--- src/rtl/contador_pkg.sv ---
// rtl/contador_pkg.sv - shared types, segment patterns and decode helper for contador_display
//   disp_state_t : conversion FSM states
//   SEG_*        : active-low {g,f,e,d,c,b,a} patterns, SEG_BLANK turns every segment off
//   seg_decode   : BCD nibble to segment pattern, non-decimal nibbles blank
package contador_pkg;

    typedef enum logic {
        IDLE = 1'b0,
        CONV = 1'b1
    } disp_state_t;

    localparam int BCD_DIGITS = 3;

    localparam logic [6:0] SEG_0     = 7'b1000000;
    localparam logic [6:0] SEG_1     = 7'b1111001;
    localparam logic [6:0] SEG_2     = 7'b0100100;
    localparam logic [6:0] SEG_3     = 7'b0110000;
    localparam logic [6:0] SEG_4     = 7'b0011001;
    localparam logic [6:0] SEG_5     = 7'b0010010;
    localparam logic [6:0] SEG_6     = 7'b0000010;
    localparam logic [6:0] SEG_7     = 7'b1111000;
    localparam logic [6:0] SEG_8     = 7'b0000000;
    localparam logic [6:0] SEG_9     = 7'b0010000;
    localparam logic [6:0] SEG_BLANK = 7'b1111111;

    function automatic logic [6:0] seg_decode(input logic [3:0] nib);
        logic [6:0] pat;
        case (nib)
            4'd0:    pat = SEG_0;
            4'd1:    pat = SEG_1;
            4'd2:    pat = SEG_2;
            4'd3:    pat = SEG_3;
            4'd4:    pat = SEG_4;
            4'd5:    pat = SEG_5;
            4'd6:    pat = SEG_6;
            4'd7:    pat = SEG_7;
            4'd8:    pat = SEG_8;
            4'd9:    pat = SEG_9;
            default: pat = SEG_BLANK;
        endcase
        return pat;
    endfunction

endpackage

--- src/rtl/bin2bcd_seq.sv ---
// rtl/bin2bcd_seq.sv - sequential double-dabble binary to 3-digit BCD converter
//   clk, reset : clock, asynchronous active-high reset
//   start      : request a conversion of bin (honoured only while idle)
//   bin [N]    : value to convert
//   bcd [12]   : last completed conversion, hundreds/tens/units
//   busy       : conversion in progress
module bin2bcd_seq
    import contador_pkg::*;
#(
    parameter int N = 6
) (
    input  logic         clk,
    input  logic         reset,
    input  logic         start,
    input  logic [N-1:0] bin,
    output logic [11:0]  bcd,
    output logic         busy
);

    localparam int IW = $clog2(N + 1);

    disp_state_t state_q, state_d;
    logic [N-1:0]  sr_q, sr_d;
    logic [11:0]   scratch_q, scratch_d;
    logic [IW-1:0] iter_q, iter_d;
    logic [11:0]   bcd_q, bcd_d;
    logic [11:0]   adj;
    logic [11:0]   stepped;

    always_comb begin
        // add-3 correction on every nibble that would overflow a decimal digit after doubling
        adj = scratch_q;
        for (int i = 0; i < BCD_DIGITS; i++) begin
            if (scratch_q[i*4 +: 4] >= 4'd5) begin
                adj[i*4 +: 4] = scratch_q[i*4 +: 4] + 4'd3;
            end
        end
        stepped = (adj << 1) | {11'b0, sr_q[N-1]};

        state_d   = state_q;
        sr_d      = sr_q;
        scratch_d = scratch_q;
        iter_d    = iter_q;
        bcd_d     = bcd_q;
        case (state_q)
            IDLE: begin
                if (start) begin
                    sr_d      = bin;
                    scratch_d = '0;
                    iter_d    = IW'(N);
                    state_d   = CONV;
                end
            end
            CONV: begin
                scratch_d = stepped;
                sr_d      = sr_q << 1;
                iter_d    = iter_q - IW'(1);
                // only the final step publishes, so bcd never shows a partial result
                if (iter_q == IW'(1)) begin
                    bcd_d   = stepped;
                    state_d = IDLE;
                end
            end
            default: state_d = IDLE;
        endcase
    end

    always_ff @(posedge clk or posedge reset) begin
        if (reset) begin
            state_q   <= IDLE;
            sr_q      <= '0;
            scratch_q <= '0;
            iter_q    <= '0;
            bcd_q     <= '0;
        end else begin
            state_q   <= state_d;
            sr_q      <= sr_d;
            scratch_q <= scratch_d;
            iter_q    <= iter_d;
            bcd_q     <= bcd_d;
        end
    end

    assign bcd  = bcd_q;
    assign busy = (state_q == CONV);

endmodule

--- src/rtl/contador_display.sv ---
// rtl/contador_display.sv - counter value to multiplexed 3-digit common-anode 7-segment display
//   clk, reset : clock, asynchronous active-high reset
//   bin [N]    : binary value from the contador counter
//   bcd [12]   : last completed BCD conversion
//   busy       : conversion in progress
//   an [3]     : active-low digit enables, bit 0 = units
//   seg [7]    : active-low segments {g,f,e,d,c,b,a}, leading zeros blanked
module contador_display
    import contador_pkg::*;
#(
    parameter int N           = 6,
    parameter int REFRESH_DIV = 50000
) (
    input  logic         clk,
    input  logic         reset,
    input  logic [N-1:0] bin,
    output logic [11:0]  bcd,
    output logic         busy,
    output logic [2:0]   an,
    output logic [6:0]   seg
);

    localparam int CW = (REFRESH_DIV > 1) ? $clog2(REFRESH_DIV) : 1;

    logic [N-1:0]  last_bin_q, last_bin_d;
    logic [CW-1:0] refresh_cnt_q, refresh_cnt_d;
    logic [1:0]    digit_idx_q, digit_idx_d;
    logic          start;
    logic          wrap;
    logic [3:0]    hund, tens, units;

    // a change arriving mid-conversion stays pending until the converter is idle again
    assign start = (bin != last_bin_q) && !busy;
    assign wrap  = (refresh_cnt_q == CW'(REFRESH_DIV - 1));

    bin2bcd_seq #(
        .N (N)
    ) u_bin2bcd (
        .clk   (clk),
        .reset (reset),
        .start (start),
        .bin   (bin),
        .bcd   (bcd),
        .busy  (busy)
    );

    always_comb begin
        last_bin_d    = start ? bin : last_bin_q;
        refresh_cnt_d = wrap ? '0 : refresh_cnt_q + CW'(1);
        digit_idx_d   = digit_idx_q;
        if (wrap) begin
            digit_idx_d = (digit_idx_q == 2'd2) ? 2'd0 : digit_idx_q + 2'd1;
        end
    end

    always_ff @(posedge clk or posedge reset) begin
        if (reset) begin
            last_bin_q    <= '0;
            refresh_cnt_q <= '0;
            digit_idx_q   <= '0;
        end else begin
            last_bin_q    <= last_bin_d;
            refresh_cnt_q <= refresh_cnt_d;
            digit_idx_q   <= digit_idx_d;
        end
    end

    assign hund  = bcd[11:8];
    assign tens  = bcd[7:4];
    assign units = bcd[3:0];

    always_comb begin
        an  = 3'b111;
        seg = SEG_BLANK;
        case (digit_idx_q)
            2'd0: begin
                an  = 3'b110;
                seg = seg_decode(units);
            end
            2'd1: begin
                an  = 3'b101;
                seg = (hund == 4'd0 && tens == 4'd0) ? SEG_BLANK : seg_decode(tens);
            end
            2'd2: begin
                an  = 3'b011;
                seg = (hund == 4'd0) ? SEG_BLANK : seg_decode(hund);
            end
            default: begin
                an  = 3'b111;
                seg = SEG_BLANK;
            end
        endcase
    end

endmodule

--- config.mk ---
export PLATFORM = sky130hd
export DESIGN_NAME = contador_display
export DESIGN_NICKNAME = d
export VERILOG_FILES = /design/src/rtl/contador_pkg.sv /design/src/rtl/bin2bcd_seq.sv /design/src/rtl/contador_display.sv
export SDC_FILE = /design/constraint.sdc
export NUM_CORES = 1
export LEC_CHECK = 0
export CAP_MARGIN = 0
export CORE_MARGIN = 4
export CORE_UTILIZATION = 24
export CTS_BUF_LIST = sky130_fd_sc_hd__clkbuf_8
export CTS_CLUSTER_SIZE = 30
export DETAILED_ROUTE_END_ITERATION = 8
export SYNTH_ARGS = -nofsm -noshare
export SYNTH_HDL_FRONTEND = slang
export SYNTH_HIERARCHICAL = 1
export SYNTH_SLANG_ARGS = --single-unit
--- constraint.sdc ---
create_clock -name clk -period 1.66 [get_ports clk]
set_input_delay 0.249 -clock clk [delete_from_list [all_inputs] [get_ports clk]]
set_output_delay 0.249 -clock clk [all_outputs]
set_load 0.03 [all_outputs]
## Yosys cells after proc, flatten, opt, wreduce, memory -nomap -nowiden

Memory sizes are Yosys's and may differ from the RTL's.
Index checks and enable logic that the tools add are counted.

- Register bits: 58
- Bits in read-only memories: 336
- Output and inout bits: 23
- Word-level logic and storage cells: 53
- Memories: 3

Memories:

| name | depth | width | read ports | clocked after memory_dff | write ports | RTL line | source |
|---|---|---|---|---|---|---|---|
| (no name shown) | 16 | 7 | 1 | 0 | 0 | contador_pkg.sv:28 | `case (nib)` |
| (no name shown) | 16 | 7 | 1 | 0 | 0 | contador_pkg.sv:28 |  |
| (no name shown) | 16 | 7 | 1 | 0 | 0 | contador_pkg.sv:28 |  |

- $add $sub $neg: 6
- Order comparisons: 3
- Equality and inequality tests: 6
- Muxes and demuxes: 18
- Bitwise logic cells: 2
- Reductions and logical operators: 7

Operators with widths:

| cell | number |
|---|---|
| case mux 12 bit (2 select lines) | 1 |
| case mux 7 bit (3 select lines) | 1 |
| adder 16 x 1 -> 16 bit, second input constant | 1 |
| == test 16 bit, second input constant | 1 |
| two-way mux 16 bit | 1 |
| two-way mux 7 bit | 2 |
| >= comparator 4 x 3 -> 1 bit, second input constant | 3 |
| two-way mux 12 bit | 1 |
| bitwise OR 12 x 1 -> 12 bit | 1 |
| case mux 6 bit (2 select lines) | 1 |
| case mux 3 bit (3 select lines) | 1 |
| adder 4 x 2 -> 4 bit, second input constant | 2 |
| logical NOT 4 bit | 2 |
| two-way mux 4 bit | 2 |
| two-way mux 3 bit | 2 |
| two-way mux 6 bit | 1 |
| inequality test 6 bit | 1 |
| case mux 3 bit (2 select lines) | 1 |
| adder 3 x 2 -> 3 bit, second input constant | 1 |
| == test 3 x 1 -> 1 bit, second input constant | 1 |
| subtractor 3 x 1 -> 3 bit, second input constant | 1 |
| adder 2 x 1 -> 2 bit, second input constant | 1 |
| == test 2 x 1 -> 1 bit, second input constant | 1 |
| == test 2 bit, second input constant | 1 |
| other kinds (9) | 11 |

## Longest topological paths before layout

Gate-level depths: netlist (run 1).

- Depth in word-level cells: 4
- Gate-level depth with buffers: 7
- Mapped depth without buffers: 7

## Hierarchy

Netlist (run 1), hierarchy kept.

Modules (own cells, without submodules):

| module | times used | cells each | area each (um^2) | seq. area each (um^2) |
|---|---|---|---|---|
| contador_display | 1 | 216 | 1893.1 | 600.6 |
| bin2bcd_seq | 1 | 149 | 1661.6 | 850.8 |

## Worst setup path after synthesis (run 1)

Ideal clock, no wire load.

- Path type: flip-flop to output port
- From: register u_bin2bcd.bcd_q[5], in the netlist u_bin2bcd/bcd[5]
- To: output seg[4]
- Arrival: 2.080 ns
- Setup slack: -0.669 ns
- Stages on the path, launching flop included: 7
- Buffers on the path: 0
- Path through: dfrtp_1 -> inv_1 -> ha_1 -> or4b_4 -> nor2_1 -> nor2_1 -> a32oi_1

- Cells in the longest elaborated chain, start to end: 4

RTL lines:

| what | RTL line | source |
|---|---|---|
| start: declaration | bin2bcd_seq.sv:26 | `logic [11:0] bcd_q, bcd_d;` |
| start signal: assignment | bin2bcd_seq.sv:74 | `bcd_q <= '0;` |
| start signal: assignment | bin2bcd_seq.sv:80 | `bcd_q <= bcd_d;` |
| parallel branches: the longest is 2 deep, another holds memory (16 x 7 bit) | -- |  |
| two-way mux 7 bit (*) | contador_display.sv:82 | `seg = (hund == 4'd0 && tens == 4'd0) ? SEG_BLANK : seg_decode(tens);` |
| case mux 7 bit (3 select lines) (*) | contador_display.sv:75 | `case (digit_idx_q)` |
| end: declaration | contador_display.sv:20 | `output logic [6:0] seg` |

Mark *: on every way between the ends.

## Final worst setup path (run 1)

- From: register u_bin2bcd.bcd_q[4], in the netlist u_bin2bcd/bcd[4]
- To: output seg[0]

Same word-level chain as after synthesis.

==> results.json, run 1 <==
{
  "synth_area_sq_um": 3550,
  "core_area_sq_um": 14500,
  "die_x_um": 130,
  "yosys_warnings": 6,
  "async_flop_share_pct": 100,
  "tightest_slew_ns": 0.443,
  "finalClockSkew_ns": 0.00818,
  "p_int_mw": 4.89,
  "hold_buffers": 0,
  "overflow": 0,
  "synthMuxAreaShare_pct": 8.66,
  "synth-seq-area-share_pct": 40.8,
  "syn-num-nets": 398,
  "maxSlewViolCount": 0,
  "drtPass1Iterations": 4,
  "cts_max_path_buffers": 2,
  "pin_count": 31,
  "hold_viol_final": 0,
  "vias_per_cell": 4.50,
  "drv_cap": 0,
  "first_iter_violations": 163,
  "synth_compound_area_share_pct": 14.8,
  "setup_ws_ns": -0.647,
  "initial_core_util_pct": 24.5,
  "portBuffers": 30,
  "numCtsBuffers": 9,
  "synth-xor-area-share_pct": 5.67,
  "cts_root_buffer": "clkbuf_8",
  "end_kind": "output port",
  "violations": "setup timing",
  "rsz0062_at_grt": "true",
  "die-area_sq_um": 16800,
  "arrival_ns": 2.06,
  "grt_pass1_vias": 2778,
  "reg2reg_from": "last_bin_q[1]",
  "power.density_nw_per_um2": 1820,
  "die_h_um": 130,
  "path_max_fanout": 5,
  "wl_per_cell_um": 12.8,
  "setup_viol": 9,
  "reg2reg_to": "u_bin2bcd/iter_q[2]",
  "hpwlAfterDp_mm": 5.95,
  "yosys_most_used_dff": "dfrtp_1",
  "antennaDiodeCount": 0,
  "p_sw_share_pct": 43.1,
  "reg2reg_slack_ns": -0.02,
  "grt_antenna_before_repair": 0,
  "synth_top_family_by_area": "simple AND/OR/NAND/NOR gates",
  "finalCritPeriodShare_pct": 139,
  "wl_mm": 8.04,
  "stdcell_count": 629,
  "ys_ff_latch": 58,
  "vias": 2829,
  "synth.avg_cell_area_sq_um": 9.74,
  "grt.total_usage_pct": 9.93,
  "synth_edf_count": 0,
  "maxSlewHeadroom_pct": 70.5,
  "path_class": "flip-flop to output port",
  "min_path_type": "input port to asynchronous set/reset pin",
  "cp-start-kind": "flip-flop",
  "grt_pass1_wl_mm": 13.5,
  "ant_nets": 0,
  "cts_tree": "yes",
  "cts_sinks": 58,
  "drc": 0,
  "reg2regPathDepth": 8,
  "fin_nets": 473,
  "synthSimpleGateAreaFrac_pct": 16.8,
  "finalCriticalPeriod_ns": 2.31,
  "pwr-share-seq_pct": 25.9,
  "htree_levels": 3,
  "worstPathRequired_ns": 1.41,
  "whs_ns": 0.328,
  "p_sw_mw": 3.70,
  "area_growth_pct": 32.7,
  "peakVddDrop_uv": 663,
  "p_leak_nw": 2.16,
  "synth_cells": 365,
  "synth_adder_area_share_pct": 8.80,
  "grt_max_degree": 35,
  "cts.clk_slew.worst_paths_ns": 0.07,
  "clk_latency_ns": 0.33,
  "ys_types": 46,
  "gp_congestion": 0.827,
  "comb_power_share_pct": 60.0,
  "dpl.cell_count": 607,
  "status": "complete, but fails checks",
  "final_util_pct": 32.5,
  "p_clk_share_pct": 14.1,
  "fmax_ghz": 0.434,
  "rows": 44,
  "drive_above_1_share_pct": 32.1
}
-- state kept, by name, summed over array words and instances (netlist names) --
register             flops
refresh_cnt_q           16
u_bin2bcd/sr_q           6
u_bin2bcd/scratch_q     12
u_bin2bcd/bcd           12
digit_idx_q              2
u_bin2bcd/iter_q         3
u_bin2bcd/busy           1
last_bin_q               6
-- power groups by stage --
stage	Combinational (mW)	Sequential, mW	Clock, mW
finish	5.15	2.23	1.21
floorplan	3.01	2.50	0
CTS	4.99	2.20	1.26
global placement	4.86	2.20	0
detailed placement	4.97	2.22	0
global route	5.66	2.29	1.32
-- stage by stage --
step                      setup TNS (ns)  power, mW  area [sq um]  setup WS [ns]
after floorplan                    -2.28       5.51          3610         -0.543
after global placement             -7.34       7.05          4370         -0.300
after detailed placement           -8.29       7.19          4370         -0.359
after CTS                          -4.33       8.44          4560         -0.670
after global routing               -6.11       9.27          4720         -0.740
final                              -4.17       8.59          4720         -0.647
-- placed cells by master, fill, tap and decap left out, types with 12 or more instances in the layout --
| master | netlist | final |
|---|---|---|
| ha_1 | 25 | 24 |
| buf_4 | 3 | 51 |
| nand2_1 | 24 | 24 |
| clkbuf_8 | 0 | 12 |
| xnor2_1 | 13 | 13 |
| mux2i_1 | 15 | 13 |
| nor2_1 | 33 | 33 |
| a21oi_1 | 21 | 20 |
| mux2_2 | 14 | 13 |
| inv_1 | 21 | 16 |
| o21ai_0 | 21 | 16 |
| dfrtp_1 | 58 | 51 |
-- kinds of logic (layout without fill, tap and decap cells) --
group / Yosys count / count (layout)
AO/OA/AOI/OAI: 80 / 80
XOR/XNOR: 23 / 23
adder cells (fa/ha/maj): 25 / 25
buffers and inverters: 37 / 117
flip-flops: 58 / 58
multiplexers: 29 / 29
AND/OR/NAND/NOR: 113 / 113
-- what timing repair did --
action | CTS | global route
gates resized for setup | 22 | 39
cloned | 0 | 1
buffers inserted | 0 | 5
setup endpoints to repair | 32 | 41
pin swaps | 0 | 11
-- Yosys cell counts, types with 2 or more instances --
cell       n  area (sq um)
a21o_1     7          52.6
o21ai_0   21           105
nand2b_1  11          68.8
nand2_1   24          90.1
nand3b_1   3          22.5
o211ai_1   2          15.0
ha_1      25           313
buf_2      6          30.0
nor4_1     3          18.8
mux2_2    14           158
dfrtp_1   58          1450
a21oi_1   21           105
or2_2      3          18.8
a31oi_1    4          25.0
o221ai_1   3          26.3
inv_1     21          78.8
nand4_1    6          37.5
nand3_1    6          30.0
buf_4      3          22.5
xnor2_1   13           114
xor2_1    10          87.6
o31ai_1    3          22.5
mux2i_1   15           150
nor2b_1    2          12.5
a21o_2     2          17.5
and2_1     4          25.0
a32oi_1    2          17.5
a21oi_2    3          26.3
clkbuf_1   7          26.3
a22o_1     6          52.6
nor3b_1    4          30.0
nor3_1     7          35.0
nor2_1    33           124
-- worst max-delay path: stages (launching register included) --
cell and delay [ns]:
dfrtp_2 0.41, inv_2 0.08, ha_4 0.13, or4b_4 0.47, o21ai_4 0.19, nor2_1 0.08, o211ai_1 0.18, buf_4 0.19
-- final cells by class --
cell class | count | area (sq um)
fill | 1483 | 9820
multi-input combinational | 270 | 2090
sequential | 58 | 1460
timing repair buffer | 80 | 673
tap | 184 | 230
clock buffer | 12 | 165
inverter | 21 | 78.8
clock inverter | 4 | 25.0
-- worst max-delay path by stage --
stage                                 from                      to  slack (ns)  depth (start not counted)
final                     u_bin2bcd/bcd[4]                  seg[0]       -0.65                          7
after global routing      u_bin2bcd/bcd[4]                  seg[0]       -0.74                          7
after CTS                 u_bin2bcd/bcd[4]                  seg[0]       -0.67                          7
after detailed placement            bin[0]  u_bin2bcd/scratch_q[4]       -0.36                          7
after global placement              bin[0]       u_bin2bcd/sr_q[5]       -0.30                          7
after floorplan           u_bin2bcd/bcd[4]                  seg[0]       -0.54                          6
-- routing by layer --
metal  vias to the layer above  global-route usage, %  wire length, um
met3                         5                   2.37              346
li1                       1427                      -                -
met5                         -                      0                0
met1                      1339                   13.4             3860
met4                         0                   3.00               71
met2                        58                   15.9             3760
(Power assumes the default switching activity.)
==> run 2: changes to the inputs <==
- DONT_BUFFER_PORTS: default -> 1
- HOLD_SLACK_MARGIN: default -> 0.15
==> run 2 against run 1 <==
Against the previous run: the flow still finishes with violations (setup timing); clock skew grew 0.0029 ns; final cell count down 2.1%; combinational power decreased by 2%.
==> results.json, run 2 (same netlist as run 1, synthesis figures left out) <==
{
  "grt_pass1_wl_mm": 13.3,
  "portBuffers": 0,
  "cts.clk_slew.worst_paths_ns": 0.08,
  "grt_pass1_vias": 2776,
  "path_max_fanout": 4,
  "drtPass1Iterations": 4,
  "rsz0062_at_grt": "true",
  "finalCritPeriodShare_pct": 137,
  "finalCriticalPeriod_ns": 2.28,
  "die-area_sq_um": 16800,
  "die_h_um": 130,
  "layout_common_cells": "51 x dfrtp_1, 51 x buf_4, 32 x nor2_1, 24 x nand2_1, 22 x ha_1",
  "grt_antenna_before_repair": 0,
  "reg2reg_from": "last_bin_q[3]",
  "fillers": 1478,
  "core_area_sq_um": 14500,
  "drive_above_1_share_pct": 31.9,
  "numCtsBuffers": 9,
  "path_class": "flip-flop to output port",
  "maxSlewViolCount": 0,
  "status": "complete, but fails checks",
  "rows": 44,
  "regMostFlops": "refresh_cnt_q",
  "reg2reg_slack_ns": -0.08,
  "vias_per_cell": 4.56,
  "end_kind": "output port",
  "antennaDiodeCount": 0,
  "setup_ws_ns": -0.621,
  "setup_viol": 12,
  "pin_count": 31,
  "fin_nets": 460,
  "htree_levels": 3,
  "first_iter_violations": 79,
  "reg2reg_to": "u_bin2bcd/scratch_q[3]",
  "finalSetupTns_ns": -4.18,
  "cts_max_path_buffers": 2,
  "die_x_um": 130,
  "wl_per_cell_um": 13.2,
  "finalClockSkew_ns": 0.0111,
  "stdcell_count": 616,
  "gp_congestion": 0.878,
  "power.density_nw_per_um2": 1890,
  "reg2regPathDepth": 8,
  "fmax_ghz": 0.438,
  "violations": "setup timing",
  "tightest_slew_ns": 0.444,
  "wl_mm": 8.11,
  "largest_register_ff_count": 16,
  "grt_max_degree": 35,
  "cp-startpoint": "u_bin2bcd/bcd[4]",
  "cp-start-kind": "flip-flop",
  "hpwlAfterDp_mm": 5.75,
  "drc": 0,
  "drv_cap": 0,
  "arrival_ns": 2.03,
  "hold_viol_final": 0,
  "worstPathRequired_ns": 1.41,
  "maxSlewHeadroom_pct": 70.4,
  "p_leak_nw": 2.08,
  "ant_nets": 0,
  "cts_sinks": 58,
  "dpl.cell_count": 583,
  "vias": 2808,
  "whs_ns": 0.444,
  "min_path_type": "input port to asynchronous set/reset pin",
  "grt.total_usage_pct": 9.84,
  "overflow": 0,
  "cts_root_buffer": "clkbuf_8",
  "initial_core_util_pct": 24.5,
  "cts_tree": "yes",
  "peakVddDrop_uv": 739,
  "area_growth_pct": 32.8,
  "clk_latency_ns": 0.34
}
-- run 2: critical path, stage by stage, from the launching register on --
cell,delay (ns)
dfrtp_2,0.41
inv_2,0.08
ha_4,0.13
or4b_4,0.48
o21ai_4,0.17
buf_4,0.14
o32a_1,0.17
buf_6,0.13
-- run 2: where the power goes --
part / total [mW] / leakage (nW) / internal, mW / switching [mW]
Sequential: 2.23 / 0.729 / 1.86 / 0.375
Clock: 1.63 / 0.124 / 1.01 / 0.613
Combinational: 5.07 / 1.23 / 2.29 / 2.79
-- run 2: layout make-up --
class	count	area (sq um)	share of cell area [%]
repair buffers	67	567	12.0
well taps	184	230	4.88
inverters	21	81.3	1.72
clock inverters	7	125	2.65
multi-input cells	270	2130	45.2
flip-flops and latches	58	1460	30.9
clock buffers	9	124	2.62
-- run 2: worst max-delay path by stage --
| stage | slack, ns | endpoint |
|---|---|---|
| after floorplan | -0.54 | seg[0] |
| after detailed placement | -0.27 | seg[4] |
| after global placement | -0.24 | seg[2] |
| after global routing | -0.71 | seg[1] |
| after CTS | -0.63 | seg[4] |
| final | -0.62 | seg[2] |
-- run 2: repair_timing --
item | 4_1_cts | 5_1_grt
setup buffers | 3 | 5
pin swaps | 5 | 8
hold buffers | 7 | 0
setup endpoints to repair | 24 | 41
resized for setup | 14 | 34
gates cloned | 1 | 1
hold endpoints to repair | 70 | 0
-- run 2: per-layer routing --
layer | part of all wire, % | track usage (%) | wire length, um
met4 | 1.4 | 2.87 | 115
met2 | 47 | 15.7 | 3820
met3 | 4.0 | 2.70 | 322
met1 | 47 | 13.1 | 3850
met5 | 0 | 0 | 0
-- run 2: per-stage QoR --
stage               utilization (%)  setup WS (ns)  cell area, sq um  power, mW
global placement               28.5         -0.238              4140       6.71
finish                         32.5         -0.621              4720       8.93
CTS                            31.3         -0.631              4540       8.71
detailed placement             28.5         -0.265              4140       6.84
floorplan                         -         -0.543              3610       5.51
global route                   32.5         -0.711              4720       9.59
